$ cat src/rtl/dispatch_ctrl.sv
// dispatch_ctrl: in-order decode/dispatch with a circular ROB tag pool, local jumps and optional branch serialisation.
// Ports: clock/reset (async active-low); IFQ side (ifetch_*, dispatch_ren, dispatch_jmp*);
// issue queue side (issueque_*_full, dispatch_en_*, dispatch_* fields); retire_valid, cdb_branch_*, flush.
module dispatch_ctrl #(
    parameter int DATA_W       = 32,
    parameter int TAG_W        = 5,
    parameter int ROB_DEPTH    = 32,
    parameter int BRANCH_STALL = 0
) (
    input  logic              clock,
    input  logic              reset,
    input  logic [DATA_W-1:0] ifetch_pc_4,
    input  logic [31:0]       ifetch_instruction,
    input  logic              ifetch_empty,
    output logic              dispatch_ren,
    output logic              dispatch_jmp,
    output logic [DATA_W-1:0] dispatch_jmp_addr,
    input  logic              issueque_integer_full,
    input  logic              issueque_ld_st_full,
    input  logic              issueque_mul_full,
    output logic              dispatch_en_integer,
    output logic              dispatch_en_ld_st,
    output logic              dispatch_en_mul,
    output logic [4:0]        dispatch_rs_reg,
    output logic [4:0]        dispatch_rt_reg,
    output logic [4:0]        dispatch_rd_reg,
    output logic [TAG_W-1:0]  dispatch_rd_tag,
    output logic [2:0]        dispatch_opcode,
    output logic [4:0]        dispatch_shfamt,
    output logic [15:0]       dispatch_imm,
    output logic              dispatch_branch,
    output logic [DATA_W-1:0] dispatch_pc,
    input  logic              retire_valid,
    input  logic              cdb_branch_valid,
    input  logic [TAG_W-1:0]  cdb_branch_tag,
    input  logic              flush
);
    localparam int CW = $clog2(ROB_DEPTH + 1);

    typedef enum logic [1:0] {RUN, REDIRECT, BR_WAIT} state_t;

    state_t           state_q;
    logic [TAG_W-1:0] head_q, head_d, br_tag_q;
    logic [CW-1:0]    count_q, count_d;
    logic [5:0]       op, fn;
    logic             is_r, is_mul, is_int, is_ls, is_sw, is_br, is_j, is_q;
    logic             full, ret, room, alloc, jump;
    logic [2:0]       alu_op, opcode_d;

    assign op     = ifetch_instruction[31:26];
    assign fn     = ifetch_instruction[5:0];
    assign is_r   = op == 6'b000000;
    assign is_mul = is_r && fn == 6'b011000;
    assign is_br  = op == 6'b000100 || op == 6'b000101;
    assign is_int = (is_r && !is_mul) || op == 6'b001000 || is_br;
    assign is_sw  = op == 6'b101011;
    assign is_ls  = op == 6'b100011 || is_sw;
    assign is_j   = op == 6'b000010;
    assign is_q   = is_int || is_ls || is_mul;

    always_comb begin
        alu_op = fn == 6'b100000 ? 3'd0 : fn == 6'b100010 ? 3'd1 : fn == 6'b100100 ? 3'd2 :
                 fn == 6'b100101 ? 3'd3 : fn == 6'b101010 ? 3'd4 : fn == 6'b000000 ? 3'd5 :
                 fn == 6'b000010 ? 3'd6 : 3'd7;
        opcode_d = is_r ? alu_op : (is_br || is_sw) ? 3'd1 : 3'd0;
    end

    assign full = is_mul ? issueque_mul_full : is_ls ? issueque_ld_st_full : issueque_integer_full;
    // A retirement in the same cycle frees a slot, so a full pool can still allocate.
    assign ret  = retire_valid && count_q != '0;
    assign room = count_q < CW'(ROB_DEPTH) || ret;

    assign dispatch_ren = state_q == RUN && !ifetch_empty && !flush && (!is_q || (!full && room));
    assign alloc        = dispatch_ren && is_q;
    assign jump         = dispatch_ren && is_j;

    assign count_d = flush ? '0 : count_q + CW'(alloc) - CW'(ret);
    assign head_d  = !alloc ? head_q : head_q == TAG_W'(ROB_DEPTH - 1) ? '0 : head_q + TAG_W'(1);

    always_ff @(posedge clock or negedge reset) begin
        if (!reset) begin
            state_q             <= RUN;
            head_q              <= '0;
            count_q             <= '0;
            br_tag_q            <= '0;
            dispatch_jmp        <= 1'b0;
            dispatch_jmp_addr   <= '0;
            dispatch_en_integer <= 1'b0;
            dispatch_en_ld_st   <= 1'b0;
            dispatch_en_mul     <= 1'b0;
            dispatch_rs_reg     <= '0;
            dispatch_rt_reg     <= '0;
            dispatch_rd_reg     <= '0;
            dispatch_rd_tag     <= '0;
            dispatch_opcode     <= '0;
            dispatch_shfamt     <= '0;
            dispatch_imm        <= '0;
            dispatch_branch     <= 1'b0;
            dispatch_pc         <= '0;
        end else begin
            head_q              <= head_d;
            count_q             <= count_d;
            dispatch_jmp        <= jump;
            dispatch_en_integer <= alloc && is_int;
            dispatch_en_ld_st   <= alloc && is_ls;
            dispatch_en_mul     <= alloc && is_mul;
            if (jump)
                dispatch_jmp_addr <= {ifetch_pc_4[DATA_W-1:28], ifetch_instruction[25:0], 2'b00};
            if (alloc) begin
                dispatch_rs_reg <= ifetch_instruction[25:21];
                dispatch_rt_reg <= ifetch_instruction[20:16];
                dispatch_rd_reg <= is_r ? ifetch_instruction[15:11] : ifetch_instruction[20:16];
                dispatch_rd_tag <= head_q;
                dispatch_opcode <= opcode_d;
                dispatch_shfamt <= ifetch_instruction[10:6];
                dispatch_imm    <= ifetch_instruction[15:0];
                dispatch_branch <= is_br;
                dispatch_pc     <= ifetch_pc_4;
            end
            if (flush)
                state_q <= RUN;
            else if (jump)
                state_q <= REDIRECT;
            else if (alloc && is_br && BRANCH_STALL != 0) begin
                state_q  <= BR_WAIT;
                br_tag_q <= head_q;
            end else if (state_q == REDIRECT || (state_q == BR_WAIT && cdb_branch_valid && cdb_branch_tag == br_tag_q))
                state_q <= RUN;
        end
    end
endmodule
$ cat config.mk
export PLATFORM = sky130hd
export DESIGN_NAME = dispatch_ctrl
export DESIGN_NICKNAME = d
export VERILOG_FILES = /design/src/rtl/dispatch_ctrl.sv
export SDC_FILE = /design/constraint.sdc
export NUM_CORES = 1
export LEC_CHECK = 0
export ABC_AREA = 1
export BUFFER_PORTS_ARGS = -buffer_cell sky130_fd_sc_hd__buf_2
export CAP_MARGIN = 15
export CORE_ASPECT_RATIO = 0.75
export CORE_MARGIN = 2
export CORE_UTILIZATION = 48
export CTS_BUF_LIST = sky130_fd_sc_hd__clkbuf_8
export CTS_CLUSTER_SIZE = 10
export DETAILED_ROUTE_END_ITERATION = 7
export GPL_ROUTABILITY_DRIVEN = 0
export PLACE_DENSITY = 0.77
export SYNTH_ARGS = -nofsm -noshare
export SYNTH_HDL_FRONTEND = slang
export SYNTH_SLANG_ARGS = --single-unit
$ cat constraint.sdc
create_clock -name clock -period 6.29 [get_ports clock]
set_input_delay 1.5725 -clock clock [delete_from_list [all_inputs] [get_ports clock]]
set_output_delay 1.5725 -clock clock [all_outputs]
set_load 0.05 [all_outputs]
# Word-level counts from Yosys, hierarchy flattened
# Index checks and enable logic that the tools add are counted.
[classes] bitwise=0 n_eq_ne=17 n_mul=0 add_sub_neg=3 mux=17 order_cmp=1 div_mod_pow=0 reduce_logical=34 shift=0
[op_table] operator="equality test 6 bit, second input constant" n=7
[op_table] operator="2-to-1 mux 3 bit" n=5
[op_table] operator="logical AND 1 bit" n=14
[op_table] operator="equality test 6 x 2 -> 1 bit, second input constant" n=2
[op_table] operator="equality test 6 x 3 -> 1 bit, second input constant" n=2
[op_table] operator="logical NOT 6 bit" n=2
[op_table] operator="logical OR 1 bit" n=10
[op_table] operator="2-to-1 mux 2 bit" n=5
[op_table] operator="2-to-1 mux 5 bit" n=2
[op_table] operator="adder 6 x 1 -> 6 bit" n=1
[op_table] operator="equality test 6 x 4 -> 1 bit, second input constant" n=1
[op_table] operator="equality test 6 x 5 -> 1 bit, second input constant" n=1
[op_table] operator="less-than comparator 6 bit, second input constant" n=1
[op_table] operator="2-to-1 mux 6 bit" n=1
[op_table] operator="nonzero test 6 bit" n=1
[op_table] operator="subtractor 6 x 1 -> 6 bit" n=1
[op_table] operator="adder 5 x 1 -> 5 bit, second input constant" n=1
[op_table] operator="equality test 5 bit" n=1
[op_table] operator="equality test 5 bit, second input constant" n=1
[op_table] operator="logical NOT 1 bit" n=5
[op_table] operator="2-to-1 mux 1 bit" n=4
[op_table] operator="nonzero test 3 bit" n=1
[op_table] operator="equality test 2 x 1 -> 1 bit, second input constant" n=1
[op_table] operator="equality test 2 bit, second input constant" n=1
[op_table] operator="logical NOT 2 bit" n=1
[totals] mem_bits_ro=0 register_bits=124 n_memories=0 elab_cells=89 latch_bits=0 inputBits=78 ram_bits=0

# Depth between registers and ports, before layout
[depth] depth_word=15 mapped_depth=20 ltp_nobuf=19

# Least setup slack after synthesis
# Ideal clock, no wire load.
[synth_timing] path_kind="input -> output" from="in ifetch_instruction[1]" to="out dispatch_ren" slack_ns=1.417 stages=5 arrival_ns=3.300 path_cell_list="nor2_2 nand3_1 o21ai_2 nand3_2 a21boi_0"
[synth_between] elab_chain_len=11 elab_cells_between_ends=14 classes_between="1 x eq/ne; 1 x mux; 12 x reduce/logical"
[synth_rtl] item="from (decl)" line="13" text="input logic [31:0] ifetch_instruction,"
[synth_rtl] item="equality test 6 x 5 -> 1 bit (*)" line="53" text="assign is_mul = is_r && fn == 6'b011000;"
[synth_rtl] item="logical AND 1 bit (*)" line="53"
[synth_rtl] item="logical NOT 1 bit" line="55" text="assign is_int = (is_r && !is_mul) || op == 6'b001000 || is_br;"
[synth_rtl] item="logical AND 1 bit" line="55"
[synth_rtl] item="logical OR 1 bit (2 in a row)" line="55"
[synth_rtl] item="logical OR 1 bit (2 in a row)" line="59" text="assign is_q = is_int || is_ls || is_mul;"
[synth_rtl] item="logical NOT 1 bit" line="73" text="assign dispatch_ren = state_q == RUN && !ifetch_empty && !flush && (!is_q || (!full && room));"
[synth_rtl] item="logical OR 1 bit (*)" line="73"
[synth_rtl] item="logical AND 1 bit (*)" line="73"
[synth_rtl] item="to (decl)" line="15" text="output logic dispatch_ren,"
# Mark *: on every way between the ends. The rest lies on a longest branch, timed or not.

# Worst setup path after layout
[layout_timing] from="in ifetch_instruction[31]" to="out dispatch_ren"
[layout_between] elab_chain_len=11 elab_cells_between_ends=22 classes_between="5 x eq/ne; 2 x mux; 15 x reduce/logical"
[layout_rtl] item="logical NOT 6 bit" line="52" text="assign is_r = op == 6'b000000;"
[layout_rtl] item="logical AND 1 bit" line="53"
[layout_rtl] item="logical NOT 1 bit" line="55"
[layout_rtl] item="logical AND 1 bit" line="55"
[layout_rtl] item="logical OR 1 bit (2 in a row)" line="55"
[layout_rtl] item="logical OR 1 bit (2 in a row)" line="59"
[layout_rtl] item="logical NOT 1 bit" line="73"
[layout_rtl] item="logical OR 1 bit (*)" line="73"
[layout_rtl] item="logical AND 1 bit (*)" line="73"
# Marked as above.

==> impl_metrics.yaml <==
timing:
  finalHoldViolCount: 0
  relSlewSlack: 0.3936
  final_max_slew_viol_count: 0
  fin_crit_sh: 0.7617
  fin_hold_ws_ns: 0.4694
  rsz0062_at_grt: "no"
  tightest_slew_ns: 0.9097
  skew_ns: 0.01072
  clock.fmax_mhz: 208.7
  final-setup-viol-count: 0
  period_needed_ns: 4.791
  finalSetupTns_ns: 0
floorplanning:
  coreArea_sq_um: 11020
  die_w_um: 127.4
  io_pins: 192
  fp-row-count: 33
  dieArea_sq_um: 12300
  die_h_um: 96.54
  start_util: 0.4971
clock_network:
  cts_tree: "built"
  cts_root_buf: "clkbuf_8"
  post_cts_buffers: 0
  clkLatencyLatePin_ns: 0.43
  htree_levels: 4
  cts_sinks: 118
  numCtsBuffers: 17
  holdBufCountCts: 0
  cts_buffer_depth: 2
  post_cts_resize_count: 0
  path_clk_slew_ns: 0.06
global_routing:
  grt_max_degree: 77
  grt_pass1_wl_mm: 21.51
  grtUsageTotal: 0.2236
  grt_antenna_before_repair: 0
  overflow: 0
  grt_pass1_vias: 4595
synthesis:
  syn_avg_cell_area_sq_um: 9.028
  yosys.area_share.simple: 0.2009
  synth-xor-area-share: 0.001598
  syn_area_sq_um: 5480
  synth_fa_ha_area_frac: 0.02420
  seq_area_frac_synth: 0.5388
  synthMuxAreaShare: 0
  yosysWarnings: 5
  synth.distinct_cells: 26
  synth_compound_area_frac: 0.1219
  synth_cells: 607
  synth_top_family_by_area: "simple AND/OR/NAND/NOR gates"
  synth-seq-cells: 118
cells_and_area:
  register_area_sq_um: 2953
  diodes: 0
  layout.nets: 867
  top_regs: "dispatch_pc: 32 flops, dispatch_jmp_addr: 30 flops, dispatch_imm: 12 flops"
  final_common_cell: "buf_2"
  drive_above_1_share: 0.3535
  largest_reg_flops: 32
  multi_input_area_sq_um: 1927
  regMostFlops: "dispatch_pc"
  mostFrequentLayoutCells: "buf_2, nand2_1, dfrtp_1"
  areaGrowthSynthToFinish_pct: 24.95
  fillCellCount: 979
status:
  status: "finished clean"
power_and_ir_drop:
  p_int_mw: 1.663
  p_switching_mw: 1.118
  ir_worst_vdd_mv: 0.1951
  switching_share: 0.4020
  comb_power_share: 0.347
  power_frac_seq: 0.351
  p_leak_nw: 4.023
  power_density_nw_per_um2: 406.0
  clkPwrFrac: 0.302
critical_path:
  required_ns: 4.72
  worstPathMaxFanout: 12
  crit_type: "in2out"
  start_kind: "input pin"
  end_kind: "output port"
  cp_data_arrival_time_ns: 3.22
drt:
  vias: 4656
  avgRoutedWirePerCell_um: 14.37
  avgViaCountPerCell: 4.996
  wirelength_mm: 13.39
  antenna_left: 0
  route.detailed.drc: 0
  initialDrtViolationCount: 250
  drtPass1Iterations: 5
placement:
  port_buffers: 183
  place_hpwl_mm: 9.295
min_path:
  hp-class: "reg2reg"
flow_run:
  drv_cap: 0
stage by stage:
stage	setup slack (ns)	area (sq um)	power (mW)	cells	util
floorplan	1.417	5484	1.712	608	-
global placement	1.575	6360	1.919	900	0.5769
detailed placement	1.491	6360	1.956	900	0.5769
CTS	1.514	6848	2.800	932	0.6212
global route	1.363	6848	2.930	932	0.6212
finish	1.499	6848	2.780	932	0.6212
metal layers:
layer | vias up | wire [um] | share of wire | track usage
met1 | 2236 | 5700 | 0.43 | 0.2762
met5 | - | 0 | 0 | 0
met3 | 15 | 897 | 0.067 | 0.06773
li1 | 2258 | - | - | -
met2 | 147 | 6647 | 0.50 | 0.3819
met4 | 0 | 147 | 0.011 | 0.07143
power by group through the flow:
stage	registers (mW)	clock network, mW	logic [mW]
after CTS	0.976	0.854	0.971
after global routing	0.991	0.896	1.04
final	0.976	0.840	0.964
after floorplan	1.40	0	0.314
after global placement	0.979	0	0.940
after detailed placement	0.988	0	0.968
final timing paths:
kind | startpoint | end | slack, ns | depth (start not counted)
worst min-delay path | dispatch_jmp_addr[6] | dispatch_jmp_addr[6] | 0.47 | 2
max in group asynchronous | reset | dispatch_jmp_addr[20] | 3.80 | 2
min in group asynchronous | reset | dispatch_jmp_addr[23] | 1.17 | 1
worst max register to register | count_q[2] | dispatch_imm[5] | 3.23 | 12
worst min register to register | dispatch_jmp_addr[6] | dispatch_jmp_addr[6] | 0.47 | 2
worst max-delay path | ifetch_instruction[31] | dispatch_ren | 1.50 | 9
cells in the mapped netlist:
cell type	instances	area, sq um
nand2_1	165	619.3
dfrtp_1	118	2953
inv_1	88	330.3
o21ai_2	48	420.4
nand4_1	32	200.2
o21ai_0	26	130.1
nor2_1	25	93.84
nand3_1	21	105.1
o21ai_1	16	80.08
buf_6	12	135.1
buf_4	9	67.56
clkbuf_1	9	33.78
ha_1	9	112.6
buf_2	7	35.03
a21oi_1	6	30.03
inv_2	3	11.26
nor2_2	3	18.77
nand3_2	2	20.02
a21boi_0	1	7.510
conb_1	1	3.750
fa_1	1	20.02
nand3_4	1	17.52
nor2_4	1	11.26
nor3_1	1	5.000
nor3_2	1	10.01
xor2_1	1	8.760
logic make-up after synthesis:
group / after synthesis
and+or+nand+nor: 252
adders and majority gates: 10
xor gates and xnor gates: 1
DFF: 118
buffers and inverters: 128
other: 1
AOI/OAI and AO/OA: 97
cell type report:
type | count | share of cell area
repair buffers | 189 | 0.1407
flip-flops and latches | 118 | 0.4312
well taps | 140 | 0.02558
multi-input cells | 362 | 0.2814
inverters | 91 | 0.04988
clock buffers | 19 | 0.03819
clock inverters | 13 | 0.03307
worst max-delay path: stages:
cell	delay, ns
buf_2	0.11
nor2_2	0.17
nand3_1	0.42
inv_2	0.17
nand2_1	0.09
nand2_1	0.11
nand3_1	0.10
a21boi_0	0.17
buf_2	0.29
Note: power is estimated with default switching activity, not from simulation.
